[src/rtl/traffic_pkg.sv]
// Shared controller/signal-head definitions: light codes, monitor phases,
// fault codes and one-hot lamp patterns.
package traffic_pkg;

    typedef enum logic [1:0] {
        OFF = 2'd0,
        GRN = 2'd1,
        YEL = 2'd2,
        RED = 2'd3
    } light_t;

    typedef enum logic [2:0] {
        ST_INIT,
        ST_G_R,
        ST_Y_R,
        ST_R_G,
        ST_R_Y,
        ST_FAULT
    } phase_t;

    localparam logic [2:0] FC_NONE      = 3'd0;
    localparam logic [2:0] FC_ILLEGAL   = 3'd1;
    localparam logic [2:0] FC_SEQ       = 3'd2;
    localparam logic [2:0] FC_YEL_SHORT = 3'd3;
    localparam logic [2:0] FC_YEL_LONG  = 3'd4;
    localparam logic [2:0] FC_GRN_LONG  = 3'd5;

    localparam logic [2:0] LAMP_OFF = 3'b000;
    localparam logic [2:0] LAMP_GRN = 3'b001;
    localparam logic [2:0] LAMP_YEL = 3'b010;
    localparam logic [2:0] LAMP_RED = 3'b100;

    // {main, side} code pairs
    localparam logic [3:0] PAIR_OFF = {OFF, OFF};
    localparam logic [3:0] PAIR_GR  = {GRN, RED};
    localparam logic [3:0] PAIR_YR  = {YEL, RED};
    localparam logic [3:0] PAIR_RG  = {RED, GRN};
    localparam logic [3:0] PAIR_RY  = {RED, YEL};

    // Tracked phase that displays a given pair; ST_INIT means "not a legal phase pair".
    function automatic phase_t pair_phase(input logic [3:0] pair);
        case (pair)
            PAIR_GR: return ST_G_R;
            PAIR_YR: return ST_Y_R;
            PAIR_RG: return ST_R_G;
            PAIR_RY: return ST_R_Y;
            default: return ST_INIT;
        endcase
    endfunction

    function automatic logic pair_legal(input logic [3:0] pair);
        return pair_phase(pair) != ST_INIT;
    endfunction

endpackage

[src/rtl/lamp_decoder.sv]
// Light code to one-hot {red,yel,grn} lamp drive; flash mode forces a blinking red.
module lamp_decoder
    import traffic_pkg::*;
(
    input  logic [1:0] i_code,
    input  logic       i_flash,
    input  logic       i_blink,
    output logic [2:0] o_lamp
);

    always_comb begin
        o_lamp = LAMP_OFF;
        if (i_flash) begin
            o_lamp = {i_blink, 2'b00};
        end else begin
            case (light_t'(i_code))
                GRN:     o_lamp = LAMP_GRN;
                YEL:     o_lamp = LAMP_YEL;
                RED:     o_lamp = LAMP_RED;
                default: o_lamp = LAMP_OFF;
            endcase
        end
    end

endmodule

[src/rtl/light_phase_monitor.sv]
// Signal-head receiver: registers controller light codes, checks the phase
// sequence and dwell limits, drives lamps, and latches a flashing-red fault.
module light_phase_monitor
    import traffic_pkg::*;
#(
    parameter int unsigned CNT_W      = 8,
    parameter int unsigned YEL_MIN    = 2,
    parameter int unsigned YEL_MAX    = 4,
    parameter int unsigned GRN_MAX    = 16,
    parameter int unsigned BLINK_HALF = 4
) (
    input  logic             clk,
    input  logic             reset,
    input  logic [1:0]       main_light,
    input  logic [1:0]       side_light,
    input  logic             fault_clr,
    output logic [2:0]       main_lamp,
    output logic [2:0]       side_lamp,
    output logic             fault,
    output logic [2:0]       fault_code,
    output logic [CNT_W-1:0] phase_time,
    output logic             phase_valid
);

    localparam logic [CNT_W-1:0] C_YEL_MIN = CNT_W'(YEL_MIN);
    localparam logic [CNT_W-1:0] C_YEL_MAX = CNT_W'(YEL_MAX);
    localparam logic [CNT_W-1:0] C_GRN_MAX = CNT_W'(GRN_MAX);
    localparam logic [CNT_W-1:0] C_BLK_END = CNT_W'(BLINK_HALF - 1);
    localparam logic [CNT_W-1:0] C_ONE     = CNT_W'(1);

    logic [3:0]       r_in_q;
    phase_t           r_state;
    logic [CNT_W-1:0] r_cnt;
    logic             r_from_init;
    logic [2:0]       r_code;
    logic [CNT_W-1:0] r_phase_time;
    logic             r_phase_valid;
    logic             r_blink;
    logic [CNT_W-1:0] r_blink_cnt;

    phase_t           w_state_nxt;
    logic [CNT_W-1:0] w_cnt_nxt;
    logic [CNT_W-1:0] w_cnt_inc;
    logic             w_from_init_nxt;
    logic [2:0]       w_code_nxt;
    logic             w_pv_nxt;
    logic [3:0]       w_cur_pair;
    logic [3:0]       w_next_pair;
    logic             w_is_yel;
    logic             w_flash;

    assign w_cnt_inc = (r_cnt == '1) ? r_cnt : r_cnt + 1'b1;

    always_ff @(posedge clk) begin
        if (reset) begin
            r_in_q        <= PAIR_OFF;
            r_state       <= ST_INIT;
            r_cnt         <= '0;
            r_from_init   <= 1'b0;
            r_code        <= FC_NONE;
            r_phase_time  <= '0;
            r_phase_valid <= 1'b0;
            r_blink       <= 1'b0;
            r_blink_cnt   <= '0;
        end else begin
            r_in_q        <= {main_light, side_light};
            r_state       <= w_state_nxt;
            r_cnt         <= w_cnt_nxt;
            r_from_init   <= w_from_init_nxt;
            r_code        <= w_code_nxt;
            r_phase_valid <= w_pv_nxt;
            if (w_pv_nxt)
                r_phase_time <= r_cnt;
            // Preloaded to 1 outside FAULT so the flash always starts lit.
            if (r_state != ST_FAULT) begin
                r_blink     <= 1'b1;
                r_blink_cnt <= '0;
            end else if (r_blink_cnt == C_BLK_END) begin
                r_blink     <= ~r_blink;
                r_blink_cnt <= '0;
            end else begin
                r_blink_cnt <= r_blink_cnt + 1'b1;
            end
        end
    end

    always_comb begin
        w_cur_pair  = PAIR_OFF;
        w_next_pair = PAIR_OFF;
        w_is_yel    = 1'b0;
        case (r_state)
            ST_G_R: begin w_cur_pair = PAIR_GR; w_next_pair = PAIR_YR; end
            ST_Y_R: begin w_cur_pair = PAIR_YR; w_next_pair = PAIR_RG; w_is_yel = 1'b1; end
            ST_R_G: begin w_cur_pair = PAIR_RG; w_next_pair = PAIR_RY; end
            ST_R_Y: begin w_cur_pair = PAIR_RY; w_next_pair = PAIR_GR; w_is_yel = 1'b1; end
            default: ;
        endcase
    end

    always_comb begin
        w_state_nxt     = r_state;
        w_cnt_nxt       = r_cnt;
        w_from_init_nxt = r_from_init;
        w_code_nxt      = r_code;
        w_pv_nxt        = 1'b0;
        case (r_state)
            ST_INIT: begin
                if (pair_legal(r_in_q)) begin
                    w_state_nxt     = pair_phase(r_in_q);
                    w_cnt_nxt       = C_ONE;
                    w_from_init_nxt = 1'b1;
                end else if (r_in_q != PAIR_OFF) begin
                    w_state_nxt = ST_FAULT;
                    w_code_nxt  = FC_ILLEGAL;
                end
            end
            ST_FAULT: begin
                if (fault_clr) begin
                    w_state_nxt = ST_INIT;
                    w_code_nxt  = FC_NONE;
                    w_cnt_nxt   = '0;
                end
            end
            default: begin
                if (r_in_q == w_cur_pair) begin
                    if (w_is_yel && r_cnt == C_YEL_MAX) begin
                        w_state_nxt = ST_FAULT;
                        w_code_nxt  = FC_YEL_LONG;
                    end else if (!w_is_yel && r_cnt == C_GRN_MAX) begin
                        w_state_nxt = ST_FAULT;
                        w_code_nxt  = FC_GRN_LONG;
                    end else begin
                        w_cnt_nxt = w_cnt_inc;
                    end
                end else if (r_in_q == w_next_pair) begin
                    // A phase entered from INIT is partial: no min-dwell check, no report.
                    if (w_is_yel && !r_from_init && r_cnt < C_YEL_MIN) begin
                        w_state_nxt = ST_FAULT;
                        w_code_nxt  = FC_YEL_SHORT;
                    end else begin
                        w_state_nxt     = pair_phase(w_next_pair);
                        w_cnt_nxt       = C_ONE;
                        w_from_init_nxt = 1'b0;
                        w_pv_nxt        = !r_from_init;
                    end
                end else if (pair_legal(r_in_q) || r_in_q == PAIR_OFF) begin
                    w_state_nxt = ST_FAULT;
                    w_code_nxt  = FC_SEQ;
                end else begin
                    w_state_nxt = ST_FAULT;
                    w_code_nxt  = FC_ILLEGAL;
                end
            end
        endcase
    end

    assign w_flash = (r_state == ST_FAULT);

    lamp_decoder u_main_dec (
        .i_code  (w_cur_pair[3:2]),
        .i_flash (w_flash),
        .i_blink (r_blink),
        .o_lamp  (main_lamp)
    );

    lamp_decoder u_side_dec (
        .i_code  (w_cur_pair[1:0]),
        .i_flash (w_flash),
        .i_blink (r_blink),
        .o_lamp  (side_lamp)
    );

    assign fault       = w_flash;
    assign fault_code  = r_code;
    assign phase_time  = r_phase_time;
    assign phase_valid = r_phase_valid;

endmodule
[config.mk]
export PLATFORM = sky130hd
export DESIGN_NAME = light_phase_monitor
export DESIGN_NICKNAME = d
export VERILOG_FILES = /design/src/rtl/traffic_pkg.sv /design/src/rtl/lamp_decoder.sv /design/src/rtl/light_phase_monitor.sv
export SDC_FILE = /design/constraint.sdc
export NUM_CORES = 1
export LEC_CHECK = 0
export ABC_AREA = 1
export CORE_MARGIN = 5
export CORE_UTILIZATION = 60
export CTS_BUF_LIST = sky130_fd_sc_hd__clkbuf_4 sky130_fd_sc_hd__clkbuf_8 sky130_fd_sc_hd__clkbuf_16
export CTS_CLUSTER_SIZE = 14
export DETAILED_ROUTE_END_ITERATION = 12
export GPL_TIMING_DRIVEN = 0
export PLACE_DENSITY = 0.84
export SYNTH_ARGS = -nofsm -noshare
export SYNTH_HDL_FRONTEND = slang
export SYNTH_SLANG_ARGS = --single-unit
[constraint.sdc]
create_clock -name clk -period 3.4 [get_ports clk]
set_input_delay 0.34 -clock clk [delete_from_list [all_inputs] [get_ports clk]]
set_output_delay 0.34 -clock clk [all_outputs]
set_load 0.01 [all_outputs]
# Word level (Yosys, flattened, before mapping)
# Index checks and enable logic that the tools add are counted.
dict set report totals {
  regBits 37
  in_bits 7
  output_inout_bits 19
  word_cells 125
}
dict set report op_classes {
  n_addsub 2
  n_lt_le_gt_ge 1
  eq_ne 39
  muxes 50
  bitwise 2
  reduce_logical 22
}
# op n
set ops {}
lappend ops {{8-bit two-way mux} 8}
lappend ops {{3-bit two-way mux} 20}
lappend ops {{4-bit case mux with 4 select lines} 2}
lappend ops {{4-bit equality test (second input constant)} 6}
lappend ops {{3-bit case mux with 4 select lines} 2}
lappend ops {{3-bit case mux with 3 select lines} 2}
lappend ops {{8-bit by 1-bit adder with 8-bit output (second input constant)} 2}
lappend ops {{4-bit by 3-bit != test with 1-bit output (second input constant)} 4}
lappend ops {{8-bit case mux with 2 select lines} 1}
lappend ops {{3-bit case mux with 2 select lines} 2}
lappend ops {{1-bit two-way mux} 11}
lappend ops {{5-bit AND reduction} 2}
lappend ops {{2-bit equality test (second input constant)} 4}
lappend ops {{4-bit by 3-bit equality test with 1-bit output (second input constant)} 2}
lappend ops {{4-bit equality test} 2}
lappend ops {{8-bit by 2-bit equality test with 1-bit output (second input constant)} 1}
lappend ops {{8-bit by 3-bit equality test with 1-bit output (second input constant)} 1}
lappend ops {{8-bit by 5-bit equality test with 1-bit output (second input constant)} 1}
lappend ops {{8-bit equality test (second input constant)} 1}
lappend ops {{8-bit by 2-bit < comparator with 1-bit output (second input constant)} 1}
lappend ops {{2-bit != test (second input constant)} 4}
lappend ops {{4-bit nonzero test} 2}
lappend ops {{7-bit AND reduction} 1}
lappend ops {{3-bit by 2-bit equality test with 1-bit output (second input constant)} 2}
lappend ops {{20 further kinds} 32}

# Logic depth before layout (Yosys ltp)
dict set report depth {
  depth_word 12
  depth_mapped 15
  mapped_depth_nobuf 14
}

# Hierarchy
# A second synthesis with hierarchy kept.
dict set report hier_totals {
  hier_cells 362
  hier_area_um2 2292.2
}
# mod n_inst cells_each area_each_um2 seq_area_each_um2
set modules_own_cells {}
lappend modules_own_cells {light_phase_monitor 1 348 2219.6 740.7}
lappend modules_own_cells {lamp_decoder 2 7 36.3 0.0}

# Worst setup path before layout
# Ideal clock, no wire load.
dict set report synth_timing {
  path_type {register -> register}
  startpoint {register r_state[1]}
  endpoint {register r_cnt[0]}
  setup_ns 0.117
  arrival_time_ns 1.686
  required_ns 3.283
  setup_slack_ns 1.598
  path_stages_with_launch 13
  n_path_buf 2
  synth_period_minus_slack_ns 1.802
  cell_sequence {dfxtp_1 buf_2 inv_1 nand2_1 nor2_4 inv_1 nand2_4 a21oi_1 a21oi_2 nand3_2 buf_6 nor3_1 nor2_1}
}
dict set report synth_via {
  elab_cells_between_ends 27
  cone_classes {eq/ne: 13; mux: 5; reduce/logical: 9}
}
# item line_no
set synth_lines {}
lappend synth_lines {{start: declaration} light_phase_monitor.sv:32} ;# phase_t r_state;
lappend synth_lines {{start signal: assignment} light_phase_monitor.sv:67} ;# r_state <= w_state_nxt;
lappend synth_lines {{3-bit equality test (*)} --}
lappend synth_lines {{net fault} light_phase_monitor.sv:19} ;# output logic fault,
lappend synth_lines {{4-bit by 3-bit != test with 1-bit output (no line), or another cell as far along} --}
lappend synth_lines {{7-bit AND reduction (no line)} --}
lappend synth_lines {{end signal: assignment} light_phase_monitor.sv:68} ;# r_cnt <= w_cnt_nxt;
lappend synth_lines {{end: declaration} light_phase_monitor.sv:33} ;# logic [CNT_W-1:0] r_cnt;
# The timed path passes the listed nets; every way through them passes the cells marked *.
# A chain may end at the register's enable or synchronous reset.

# Final worst setup path
dict set report layout_timing {
  startpoint {register r_state[1]}
  endpoint {output port side_lamp[2]}
}
dict set report layout_via {
  elab_chain_cells 5
  elab_cells_between_ends 11
  cone_classes {eq/ne: 8; mux: 3}
}
# item line_no
set layout_rtl {}
lappend layout_rtl {{3-bit equality test, or another cell as far along} light_phase_monitor.sv:91} ;# case (r_state)
lappend layout_rtl {{4-bit case mux with 4 select lines} light_phase_monitor.sv:91}
lappend layout_rtl {{2-bit equality test or 2-bit by 1-bit equality test with 1-bit output (tied branches)} lamp_decoder.sv:16} ;# case (light_t'(i_code))
lappend layout_rtl {{3-bit case mux with 3 select lines} lamp_decoder.sv:16}
lappend layout_rtl {{3-bit two-way mux (*)} lamp_decoder.sv:13} ;# if (i_flash) begin
lappend layout_rtl {{end: declaration} light_phase_monitor.sv:18} ;# output logic [2:0] side_lamp,
# Mark *: on every way between the ends. The rest lies on a longest branch, timed or not.

==> results.md <==
- Post-CTS Setup Bufs: 0
- RSZ-0062 raised after global routing: false
- Hold Slack: 445 ps
- Synth area leaders: dfxtp_1, nand2_1, inv_1
- DR WL/cell: 12.4 µm
- # port buffers: 24
- Die Ht: 70.6 µm
- N_diodes: 0
- Rel. slew slack: 60.4%
- Number of buffers created by CTS: 5
- Clk slew on worst S/H paths: 70 ps
- Worst path max stage delay: 540 ps
- Iter 0 DRT Violations: 214
- Worst-path cell chain: buf_2, inv_1, nand2_1, nor2_4, nand2_1, nand3_1, clkdlybuf4s50_1
- CP Buf/Inv Count: 3
- Vias in the first global route: 1987
- Top-level I/O count: 26
- Pwr/cell area: 784 mW/mm²
- Area growth, synth to finish: 17.7%
- Final Hold Fails: 0
- Warnings, synthesis: 0
- Post-CTS Resized: 0
- Clk root buf: clkbuf_8
- Final HPWL DP: 3860 µm
- Max IR drop VDD: 0.000499 V
- Hold Buf Count CTS: 0
- Critical path required time: 3060 ps
- Htree depth: 2
- DRC: 0
- DIE AREA: 0.00498 mm²
- Crit Path Max Fanout: 8
- Drt pass-1 iters: 4
- Leak: 1.15 nW
- Sequential area share after synthesis: 33.6%
- Worst Skew: 7.92 ps
- Slowest cell on the critical path: clkdlybuf4s50_1
- Largest net degree at the start of global routing: 11
- Num Clock Sinks: 37
- Syn Area/Cell: 6.72 µm²
- All-Layer GR Usage: 21.3%
- Final WS setup: 1110 ps
- Area leader, netlist: dfxtp_1
- FP Rows: 22
- Min Tclk post-route: 2290 ps
- Post-route ant nets: 0
- Netlist cell types: 31
- Initial Util: 61.1%
- Status: completed
- Data arrival, critical path: 1950 ps
- Tcrit/Tclk final: 67.2%
- Type of destination of the critical path: output pin
- GPL Wtd Cong: 0.943
- CP Class: flip-flop to output pin
- Synth Register Bits: 37
- Die extent in x: 70.6 µm
- Final setup vio count: 0
- TritonCTS clock tree: built
- Worst path most repeated cell: nand2_1
- Peak Freq: 437 MHz
- Initial antenna violation count: 0
- Setup WS pre-CTS: 1300 ps
- Final Slew Violations: 0
- Synth top area share: 33.6%
- WL final: 5040 µm
- Setup TNS: 0 ps
- Worst Max-Slew Pin Slew: 589 ps
- HP Class: primary input to flip-flop
- Fin nets: 369
- Max clock buf depth: 2
- CP delay by family, top: buffers and inverters
- Vias: 2137
- Global route total overflow: 0
- Syn Nets: 338
- Cell Area, Synth: 0.00220 mm²
- Via density: 5.25
- Syn Inst Count: 328
- Max cap viols: 0
- Global-route wire length before repair: 8630 µm
- Core Area: 0.00361 mm²
- Layout cells sized above 1: 10.6%
- Worst-Skew Late Latency: 290 ps
- Worst Setup Start Kind: flip-flop
- FILL cells: 323
[logic make-up (layout without fill, tap and decap cells)]
kind of cell	after synthesis	count (layout)	share of synthesized area (%)
compound gates	47	47	11.2
flops	37	37	33.6
simple gates	181	181	40.9
xor+xnor	5	5	1.99
buf+inv	55	86	10.6
fa+ha+maj	3	3	1.70
[worst paths after layout]
check / from / end / cells past startpoint / slack (ps)
max: r_state[1] / side_lamp[2] / 7 / 1110
min: reset / r_state[1] / 2 / 450
max reg2reg: r_state[1] / r_cnt[1] / 12 / 1250
min reg2reg: fault_code[2] / fault_code[2] / 2 / 470
[stage by stage]
stage	power, W	cell area, µm²	cells	util, %
after global routing	0.00220	2590	407	71.9
after detailed placement	0.00171	2500	400	69.4
after floorplan	0.00139	2200	328	-
after global placement	0.00169	2500	400	69.4
final	0.00203	2590	407	71.9
after CTS	0.00204	2590	407	71.9
[report_power, final]
group	internal, W	total [W]	switching, W
clock network	0.000169	0.000322	0.000153
logic	0.000435	0.00114	0.000704
registers	0.000513	0.000572	0.0000588
[final cells by class]
cell class | count | area, µm² | area share, %
clock buffers | 7 | 90.1 | 3.47
repair buffers | 24 | 240 | 9.26
multi-input cells | 236 | 1230 | 47.4
inverters | 47 | 176 | 6.80
well taps | 48 | 60.1 | 2.32
plain buffers | 8 | 56.3 | 2.17
flip-flops and latches | 37 | 741 | 28.6
[flip-flops by register name (all words and copies together), names as in the netlist]
signal       cells
phase_time       8
r_blink_cnt      8
r_cnt            8
r_in_q           4
fault_code       3
r_state          3
phase_valid      1
r_blink          1
r_from_init      1
[cell usage in the layout (no fill, tap or decap), drive strengths merged, types with 5 or more instances in the layout]
| cell | Yosys | layout |
|---|---|---|
| nand4 | 13 | 13 |
| nand2 | 75 | 75 |
| clkbuf | 2 | 9 |
| inv | 47 | 47 |
| a21oi | 22 | 22 |
| dfxtp | 37 | 37 |
| nor2 | 44 | 44 |
| buf | 6 | 6 |
| o21ai | 21 | 21 |
| nor3 | 10 | 10 |
| nand3 | 32 | 32 |
| clkdlybuf4s50 | 0 | 24 |
| xor2 | 5 | 5 |
[cell usage after synthesis, drive strengths merged]
cell type	n
o21a	1
nor2	44
nor4	2
a21oi	22
xor2	5
nand2	75
nand4	13
inv	47
nor3b	2
buf	6
ha	3
or2	3
nor3	10
dfxtp	37
a21o	1
o21ai	21
nand3	32
clkbuf	2
a31oi	2
[routing by layer]
| metal | global-route usage (%) | share of wire [%] |
|---|---|---|
| met5 | 0 | 0 |
| met4 | 7.31 | 1.7 |
| met3 | 5.11 | 5.0 |
| met2 | 36.6 | 48 |
| met1 | 26.1 | 45 |
Power figures use the tool's default switching activity.
